`config.mk`:
```
export PLATFORM = sky130hd
export DESIGN_NAME = shift_nbit_seq
export DESIGN_NICKNAME = d
export VERILOG_FILES = /design/src/rtl/shift_nbit_seq.sv
export SDC_FILE = /design/constraint.sdc
export NUM_CORES = 1
export LEC_CHECK = 0
export CAP_MARGIN = 15
export CELL_PAD_IN_SITES_DETAIL_PLACEMENT = 2
export CELL_PAD_IN_SITES_GLOBAL_PLACEMENT = 2
export CORE_ASPECT_RATIO = 0.75
export CORE_UTILIZATION = 32
export CTS_CLUSTER_DIAMETER = 30
export CTS_CLUSTER_SIZE = 8
export DETAILED_ROUTE_END_ITERATION = 12
export GPL_TIMING_DRIVEN = 0
export HOLD_SLACK_MARGIN = 0.12
export PLACE_DENSITY_LB_ADDON = 0.1
export SLEW_MARGIN = 10
export SYNTH_ARGS = -nofsm -noshare
export SYNTH_HDL_FRONTEND = slang
export SYNTH_SLANG_ARGS = --single-unit
```
`constraint.sdc`:
```
create_clock -name clk -period 3 [get_ports clk]
set_input_delay 0.75 -clock clk [delete_from_list [all_inputs] [get_ports clk]]
set_output_delay 0.75 -clock clk [all_outputs]
set_load 0.05 [all_outputs]
```
`src/rtl/shift_nbit_seq.sv`:
```
// Sequential log-stage shifter.
// One shift stage of distance 2^stage is applied per clock. The RUN phase
// always lasts SHIFT_WIDTH cycles, so the result latency does not depend on
// the shift amount. Only one operation is in flight at a time, with a
// valid/ready handshake on both the operand side and the result side.
//
// state | meaning
// ------+-------------------------------------------------------------
// IDLE  | in_ready high, waiting for in_valid
// RUN   | applying one log-stage per clock, stage 0..SHIFT_WIDTH-1
// DONE  | out_valid high, Y holds the result until out_ready
module shift_nbit_seq #(
  parameter int WIDTH       = 8,
  parameter int SHIFT_WIDTH = 3
) (
  input  logic             clk,
  input  logic             rst_n,
  input  logic             in_valid,
  output logic             in_ready,
  input  logic [WIDTH-1:0] A,
  input  logic [WIDTH-1:0] B,
  input  logic [1:0]       mode,
  output logic             out_valid,
  input  logic             out_ready,
  output logic [WIDTH-1:0] Y,
  output logic             busy
);

  typedef enum logic [1:0] {
    IDLE = 2'd0,
    RUN  = 2'd1,
    DONE = 2'd2
  } state_t;

  localparam logic [SHIFT_WIDTH-1:0] LAST_STAGE = SHIFT_WIDTH'(SHIFT_WIDTH - 1);

  state_t                 r_state;
  state_t                 w_state_next;
  logic [WIDTH-1:0]       r_data;
  logic [WIDTH-1:0]       r_y;
  logic [SHIFT_WIDTH-1:0] r_amt;
  logic [SHIFT_WIDTH-1:0] r_stage;
  logic [1:0]             r_mode;

  logic                   w_accept;
  logic                   w_last_stage;
  logic                   w_amt_bit;
  logic [WIDTH-1:0]       w_stage_shift;
  logic [2*WIDTH-1:0]     w_rot;
  logic [WIDTH-1:0]       w_data_next;
  logic                   w_unused_b;

  // Upper shift-amount bits are deliberately ignored.
  assign w_unused_b = ^B;

  // State register.
  always_ff @(posedge clk) begin
    if (!rst_n) begin
      r_state <= IDLE;
    end else begin
      r_state <= w_state_next;
    end
  end

  // Next-state decode and handshake qualification.
  always_comb begin
    w_state_next = r_state;
    w_accept     = 1'b0;
    w_last_stage = (r_stage == LAST_STAGE);
    case (r_state)
      IDLE: begin
        if (in_valid) begin
          w_accept     = 1'b1;
          w_state_next = RUN;
        end
      end
      RUN: begin
        if (w_last_stage) begin
          w_state_next = DONE;
        end
      end
      DONE: begin
        if (out_ready) begin
          w_state_next = IDLE;
        end
      end
      default: w_state_next = IDLE;
    endcase
  end

  // One stage of shifting, distance 2^r_stage, selected by the captured mode.
  // Arithmetic right relies on the current MSB still equalling the captured
  // sign bit, which every earlier SRA stage preserves.
  always_comb begin
    w_stage_shift = r_data;
    w_rot         = '0;
    w_amt_bit     = 1'b0;
    for (int k = 0; k < SHIFT_WIDTH; k++) begin
      if (r_stage == SHIFT_WIDTH'(k)) begin
        w_amt_bit = r_amt[k];
        w_rot     = {r_data, r_data} >> (1 << k);
        case (r_mode)
          2'b00:   w_stage_shift = r_data << (1 << k);
          2'b01:   w_stage_shift = r_data >> (1 << k);
          2'b10:   w_stage_shift = $signed(r_data) >>> (1 << k);
          default: w_stage_shift = w_rot[WIDTH-1:0];
        endcase
      end
    end
    w_data_next = w_amt_bit ? w_stage_shift : r_data;
  end

  // Operand capture, stage stepping and result register.
  always_ff @(posedge clk) begin
    if (!rst_n) begin
      r_data  <= '0;
      r_amt   <= '0;
      r_mode  <= 2'b00;
      r_stage <= '0;
      r_y     <= '0;
    end else begin
      case (r_state)
        IDLE: begin
          if (w_accept) begin
            r_data  <= A;
            r_amt   <= B[SHIFT_WIDTH-1:0];
            r_mode  <= mode;
            r_stage <= '0;
          end
        end
        RUN: begin
          r_data <= w_data_next;
          if (w_last_stage) begin
            r_y     <= w_data_next;
            r_stage <= '0;
          end else begin
            r_stage <= r_stage + 1'b1;
          end
        end
        default: begin
        end
      endcase
    end
  end

  assign in_ready  = (r_state == IDLE);
  assign out_valid = (r_state == DONE);
  assign busy      = (r_state != IDLE);
  assign Y         = r_y;

endmodule

```
==> metrics.log, run 1 <==
[metrics] Clock H-tree levels: 1
[metrics] aggregate global routing overflow: 0
[metrics] filler instances: approximately 650
[metrics] result of the run: completed
[metrics] Final #Nets: 288
[metrics] capturing element type of the critical path: primary output
[metrics] Yosys top cell by area: sky130_fd_sc_hd__dfxtp_1
[metrics] CTS max path bufs: 2
[metrics] remaining number of nets flagged by the antenna check after routing: 0
[metrics] number of warnings printed during yosys synthesis: 0
[metrics] final routed wirelength across all metal layers: 7070 um
[metrics] Rows: 23
[metrics] netlist area before placement: roughly 1900 um2
[metrics] Buf+Inv Stages, Crit Path: 4
[metrics] port bufs: 26
[metrics] sum of negative setup slack: 0 ns
[metrics] Tightest Hold Check Type: reg -> reg
[metrics] post-place instance area: 2240 um2
[metrics] post-route standard cell area excluding fillers: between 2000 and 2500 um2
[metrics] total global routing track utilization: 0.244
[metrics] die boundary width: ~91 um
[metrics] crit-path most repeated cell: sky130_fd_sc_hd__inv_1
[metrics] number of DRC violations after detailed routing: 0
[metrics] die height: between 60 and 70 um
[metrics] clock sink count: 26
[metrics] final hold violations: 0
[metrics] multi-input gate area in the final layout: 1200 um2
[metrics] delay contributed by the slowest stage of the critical path: 0.79 ns
[metrics] RSZ-0062 raised after global routing: no
[metrics] number of vias per cell after detailed routing: 5.77
[metrics] post-route clock period utilization: 0.920
[metrics] clock period minus final worst setup slack: roughly 2.8 ns
[metrics] Die Outline Area: 6190 um2
[metrics] Post-synth EDFFs: 0
[metrics] mean routed wirelength per cell: roughly 21 um
[metrics] worst-path cell chain: clkbuf_2, inv_1, nand2_1, inv_1, clkdlybuf4s50_1
[metrics] Final Non-Filler Cells: 340
[metrics] worst clock skew: approximately 0.0036 ns
[metrics] clock transition at the registers of the reported paths: roughly 0.1 ns
[metrics] Detailed Route Iter0 Violations: about 140
[metrics] syn_area_per_cell: 8.01 um2
[metrics] final setup vio count: 0
[metrics] later-pin clock latency in the skew report: ~0.28 ns
[metrics] fraction of synthesis flops using an asynchronous set or reset pin: 0
[metrics] layout cells sized above 1: 0.151
[metrics] most common cell in the synthesized netlist: sky130_fd_sc_hd__dfxtp_1
[metrics] family of cells with the greatest summed delay on the critical path: buffers and inverters
[metrics] Final GP Congestion: 0.885
[metrics] number of max-slew violations in the final report: 0
[metrics] synthesized netlist net count: approximately 260
[metrics] worst-margin pin slew: 0.778 ns
[metrics] largest cells by area after synthesis: sky130_fd_sc_hd__dfxtp_1, sky130_fd_sc_hd__a21oi_1, sky130_fd_sc_hd__o21ai_0
[metrics] worst slew margin relative to its limit: 0.479
[metrics] post-synth top area share: 0.277
[metrics] power density over cell area: between 300 and 400 nW/um2
[metrics] Leakage Power: 0.805 nW
[metrics] Top Ports: 33
[metrics] cell type of the slowest stage on the worst timing path: sky130_fd_sc_hd__clkdlybuf4s50_1
[metrics] Yosys cell types: 61
[metrics] CTS buffer count: 3
[metrics] Hold Buf Count CTS: 0
[metrics] register area share after synthesis: 0.277
[metrics] pin count of the biggest net entering global routing: 16
[metrics] critical path class: reg -> out
[metrics] sequential cell area: approximately 520 um2
[metrics] via count of the first global-routing pass: ~2000
[metrics] # placed instances: 336
[metrics] detailed-routing iteration count for the pre-antenna-repair pass: 4
[metrics] critical path peak fanout: 10
[metrics] flip-flop and latch count after synthesis: 26
[metrics] timing-limited maximum frequency: ~360 MHz
[metrics] required time at the endpoint of the critical path: around 2.3 ns
[metrics] Commonest cells post-synth: sky130_fd_sc_hd__dfxtp_1, sky130_fd_sc_hd__a21oi_1, sky130_fd_sc_hd__nor2_1, sky130_fd_sc_hd__o21ai_0, sky130_fd_sc_hd__nand2_1
[metrics] floorplan core area: about 5500 um2
[metrics] clk root buf: sky130_fd_sc_hd__clkbuf_8
[metrics] MaxCap Viol Count: 0
[metrics] antenna violations before repair: 0
[metrics] TritonCTS clock tree: yes
[metrics] initial core utilization: 0.342
[metrics] commonest register cell after synthesis: sky130_fd_sc_hd__dfxtp_1
[metrics] gate count of the mapped netlist: around 240
[metrics] placed wire-length estimate: 5330 um
[metrics] wire length of the first global-routing pass: between 10000 and 15000 um
[metrics] crit path DAT: 2.01 ns
[metrics] area delta synth->final: 22.5%
[metrics] worst IR drop on VDD: between 0.00015 and 0.0002 V
[metrics] Via Count: ~2000
[metrics] sort of element at the start of the critical path: flop
[metrics] Ant. Diodes: 0
layer usage:
metal  GRT usage  vias up  wire length, um
met5           0        -                0
met4      0.0343        0               27
met3      0.0267        2              364
met2       0.400       46             3190
met1       0.354      976             3490
li1            -      938                -
state kept, by name (all words and copies together), names as in the netlist:
register and flops:
Y 8, r_data 8, r_amt 3, r_stage 3, r_mode 2, r_state 2
per-stage QoR:
stage               utilization  power, mW  setup WS (ns)  hold WS, ns
floorplan                     -      0.532          0.763        0.461
global placement          0.407      0.610          0.318        0.464
detailed placement        0.407      0.614          0.290        0.486
CTS                       0.419      0.929        0.00944        0.505
global route              0.420      0.957          0.100        0.530
finish                    0.420      0.915          0.240        0.494
cell families (layout without fill, tap and decap cells):
kind of cell,count (synthesis),count (layout),synth area share
simple gates,84,84,0.275
compound gates,83,83,0.299
buf+inv,30,60,0.0851
flops,26,26,0.277
mux,9,9,0.0512
xor+xnor,3,3,0.0140
power by group:
| part | switching [mW] | internal [mW] |
|---|---|---|
| Sequential | 0.0213 | 0.360 |
| Clock | 0.126 | 0.179 |
| Combinational | 0.134 | 0.0942 |
final timing paths:
kind | to | slack (ns) | cells past startpoint | startpoint
min | Y[4] | 0.49 | 2 | Y[4]
max reg2reg | Y[1] | 1.01 | 5 | r_stage[0]
min reg2reg | Y[4] | 0.49 | 2 | Y[4]
max | in_ready | 0.24 | 5 | r_state[1]
layout by cell type, fill, tap and decap left out, types with 4 or more instances in the layout:
master | Yosys | final
sky130_fd_sc_hd__a21oi_1 | 15 | 15
sky130_fd_sc_hd__a31oi_1 | 7 | 7
sky130_fd_sc_hd__buf_2 | 8 | 8
sky130_fd_sc_hd__buf_4 | 4 | 4
sky130_fd_sc_hd__clkdlybuf4s50_1 | 0 | 24
sky130_fd_sc_hd__dfxtp_1 | 26 | 26
sky130_fd_sc_hd__inv_1 | 10 | 10
sky130_fd_sc_hd__mux2i_1 | 7 | 7
sky130_fd_sc_hd__nand2_1 | 12 | 12
sky130_fd_sc_hd__nand3_1 | 8 | 8
sky130_fd_sc_hd__nor2_1 | 15 | 15
sky130_fd_sc_hd__nor2b_1 | 5 | 5
sky130_fd_sc_hd__nor3_1 | 8 | 8
sky130_fd_sc_hd__nor3b_1 | 4 | 4
sky130_fd_sc_hd__o211ai_1 | 7 | 7
sky130_fd_sc_hd__o21ai_0 | 15 | 15
sky130_fd_sc_hd__o21ai_1 | 4 | 4
sky130_fd_sc_hd__o22ai_1 | 4 | 4
sky130_fd_sc_hd__o2bb2ai_1 | 4 | 4
sky130_fd_sc_hd__or2_2 | 4 | 4
sky130_fd_sc_hd__or3b_1 | 4 | 4
worst min-delay path, cell delays in order, from the launching register on:
cell and delay, ns:
sky130_fd_sc_hd__dfxtp_1 0.33, sky130_fd_sc_hd__nand3_1 0.06, sky130_fd_sc_hd__o21ai_0 0.07
repair_timing:
action / in CTS / in global routing
endpoints found under the setup margin: 2 / 1
cloned: 0 / 0
resized for setup: 2 / 2
setup buffers: 0 / 0
area by class of cell:
cell class / instances / share of cell area
plain buffers: 20 / 0.0537
flip-flops and latches: 26 / 0.226
multi-input cells: 179 / 0.521
inverters: 10 / 0.0163
well taps: 75 / 0.0407
clock inverters: 1 / 0.0130
repair buffers: 26 / 0.112
clock buffers: 3 / 0.0179
(Power assumes the default switching activity.)
==> run 2: changes to the inputs <==
--- a/config.mk
+++ b/config.mk
@@ -13,6 +13,7 @@
 export CTS_CLUSTER_DIAMETER = 30
 export CTS_CLUSTER_SIZE = 8
 export DETAILED_ROUTE_END_ITERATION = 12
+export DONT_BUFFER_PORTS = 1
 export GPL_TIMING_DRIVEN = 0
 export HOLD_SLACK_MARGIN = 0.12
 export PLACE_DENSITY_LB_ADDON = 0.1
==> run 2 against run 1 <==
Effect of this change:
- power decreased by 1.9%
- first-iteration DRC count decreased by 31%
- die area unchanged
- global-route usage decreased by 0.055 points
- wire length decreased by 0.44%
- critical path depth decreased by 1
- critical endpoint unchanged
==> metrics.log, run 2 (same netlist as run 1, synthesis figures left out) <==
[metrics] Final #Nets: 262 (was 288)
[metrics] critical path class: reg -> out (unchanged)
[metrics] worst hold margin: 0.522 ns (was 0.494 ns)
[metrics] Tightest Hold Check Type: reg -> reg (unchanged)
[metrics] result of the run: completed (unchanged)
[metrics] Resized cells post-CTS: 0 (was 2)
[metrics] most common library cell in the layout ignoring fill and taps: sky130_fd_sc_hd__dfxtp_1 (unchanged)
[metrics] Die Outline Area: 6190 um2 (unchanged)
[metrics] required time at the endpoint of the critical path: 2.25 ns (about the same)
[metrics] Hold Buf Count CTS: 0 (unchanged)
[metrics] aggregate global routing overflow: 0 (unchanged)
[metrics] Ant. Diodes: 0 (unchanged)
[metrics] Top Ports: 33 (unchanged)
[metrics] Final GP Congestion: 0.846 (was 0.885)
[metrics] Detailed Route Iter0 Violations: 95 (was 138)
[metrics] CTS max path bufs: 2 (unchanged)
[metrics] capture endpoint of the worst hold path: r_amt[0] (was Y[4])
[metrics] layout cells sized above 1: 0.163 (was 0.151)
[metrics] commonest cells after routing, fill and taps aside: sky130_fd_sc_hd__dfxtp_1, sky130_fd_sc_hd__nor2_1, sky130_fd_sc_hd__o21ai_0, sky130_fd_sc_hd__a21oi_1, sky130_fd_sc_hd__nand2_1 (was sky130_fd_sc_hd__dfxtp_1, sky130_fd_sc_hd__clkdlybuf4s50_1, sky130_fd_sc_hd__nor2_1, sky130_fd_sc_hd__o21ai_0, sky130_fd_sc_hd__a21oi_1)
[metrics] placed wire-length estimate: 5220 um (was 5330 um)
[metrics] clock transition at the registers of the reported paths: 0.10 ns (about the same)
[metrics] wire length of the first global-routing pass: 11200 um (was 11300 um)
[metrics] reg-to-reg critical path startpoint: r_stage[0] (unchanged)
[metrics] remaining number of nets flagged by the antenna check after routing: 0 (unchanged)
[metrics] sum of negative setup slack: 0 ns (unchanged)
[metrics] worst IR drop on VDD: 0.000141 V (was 0.000152 V)
[metrics] die height: 68.4 um (unchanged)
[metrics] post-route clock period utilization: 0.958 (was 0.920)
[metrics] later-pin clock latency in the skew report: 0.29 ns (was 0.28 ns)
[metrics] detailed-routing iteration count for the pre-antenna-repair pass: 4 (unchanged)
[metrics] floorplan core area: 5500 um2 (unchanged)
[metrics] startpoint of the most critical hold path: r_amt[0] (was Y[4])
[metrics] worst slew margin relative to its limit: 0.415 (was 0.479)
[metrics] post-CTS setup-driven buffer insertion count: 0 (unchanged)
[metrics] number of vias per cell after detailed routing: 6.02 (was 5.77)
[metrics] port bufs: 0 (was 26)
[metrics] worst-margin pin slew: 0.874 ns (was 0.778 ns)
[metrics] number of max-slew violations in the final report: 0 (unchanged)
[metrics] via count of the first global-routing pass: 1834 (was 2005)
[metrics] worst clock skew: 0.00518 ns (was 0.00358 ns)
[metrics] timing-limited maximum frequency: 348 MHz (was 362 MHz)
[metrics] clk root buf: sky130_fd_sc_hd__clkbuf_8 (unchanged)
[metrics] MaxCap Viol Count: 0 (unchanged)
[metrics] hold path depth: 2 (unchanged)
[metrics] Leakage Power: 0.697 nW (was 0.805 nW)
[metrics] Rows: 23 (unchanged)
[metrics] power density over cell area: 439 nW/um2 (was 397 nW/um2)
[metrics] R2R Path End: Y[1] (unchanged)
[metrics] final routed wirelength across all metal layers: 7040 um (was 7070 um)
[metrics] critical path peak fanout: 10 (unchanged)
[metrics] filler instances: 663 (was 645)
[metrics] post-place instance area: 1980 um2 (was 2240 um2)
[metrics] CTS buffer count: 3 (unchanged)
[metrics] mean routed wirelength per cell: 22.4 um (was 20.8 um)
[metrics] RSZ-0062 raised after global routing: no (unchanged)
[metrics] total global routing track utilization: 0.244 (about the same)
[metrics] crit path DAT: 2.13 ns (was 2.01 ns)
[metrics] capturing element type of the critical path: primary output (unchanged)
[metrics] pin count of the biggest net entering global routing: 16 (unchanged)
[metrics] sort of element at the start of the critical path: flop (unchanged)
[metrics] number of cells traversed by the worst register-to-register path: 5 (unchanged)
[metrics] clock sink count: 26 (unchanged)
[metrics] Clock H-tree levels: 1 (unchanged)
[metrics] final hold violations: 0 (unchanged)
[metrics] R2R setup slack: 0.96 ns (was 1.01 ns)
[metrics] area delta synth->final: 8.78% (was 22.5%)
[metrics] initial core utilization: 0.342 (unchanged)
[metrics] Via Count: 1889 (was 1962)
[metrics] clock period minus final worst setup slack: 2.88 ns (was 2.76 ns)
[metrics] die boundary width: 90.6 um (unchanged)
[metrics] number of DRC violations after detailed routing: 0 (unchanged)
[metrics] TritonCTS clock tree: yes (unchanged)
[metrics] final setup vio count: 0 (unchanged)
[metrics] post-route standard cell area excluding fillers: 2050 um2 (was 2310 um2)
[metrics] antenna violations before repair: 0 (unchanged)
==> run 2: layout make-up <==
class,instances,area [um2],share of cell area
buffer,20,123,0.0599
clock buffer,3,41.3,0.0202
clock inverter,1,30.0,0.0147
inverter,10,37.5,0.0183
sequential,26,520,0.254
tap,75,93.8,0.0458
multi-input combinational,179,1200,0.587
==> run 2: how the worst max path moves through the flow <==
stage | startpoint | end | slack (ns) | cells past startpoint
after global placement | r_state[1] | in_ready | 0.46 | 4
after global routing | r_state[1] | in_ready | 0.01 | 4
final | r_state[1] | in_ready | 0.12 | 4
after detailed placement | r_state[1] | in_ready | 0.44 | 4
after floorplan | r_state[1] | in_ready | 0.76 | 4
after CTS | r_state[1] | in_ready | 0.11 | 4
==> run 2: worst max-delay path: stages (launching register included) <==
cell and delay, ns:
sky130_fd_sc_hd__dfxtp_1 0.37, sky130_fd_sc_hd__clkbuf_1 0.42, sky130_fd_sc_hd__inv_1 0.25, sky130_fd_sc_hd__nand2_1 0.44, sky130_fd_sc_hd__inv_1 0.35
==> run 2: per-layer routing <==
layer  up-vias  track usage  part of all wire
li1        890            -                 -
met1       938        0.354              0.51
met2        52        0.384              0.43
met3         9       0.0389             0.052
met4         0       0.0423            0.0085
met5         -            0                 0
==> run 2: power breakdown <==
group | internal, mW | leakage (nW) | switching [mW] | total (mW)
Clock | 0.179 | 0.0357 | 0.132 | 0.311
Sequential | 0.360 | 0.212 | 0.0254 | 0.386
Combinational | 0.0731 | 0.449 | 0.128 | 0.201
==> run 2: through the flow <==
step                power (mW)  setup WS, ns  cells  utilization
global placement         0.586         0.460    310        0.359
finish                   0.898         0.125    314        0.372
global route             0.944        0.0140    314        0.372
CTS                      0.904         0.113    314        0.372
detailed placement       0.589         0.443    310        0.359
floorplan                0.532         0.763    235            -
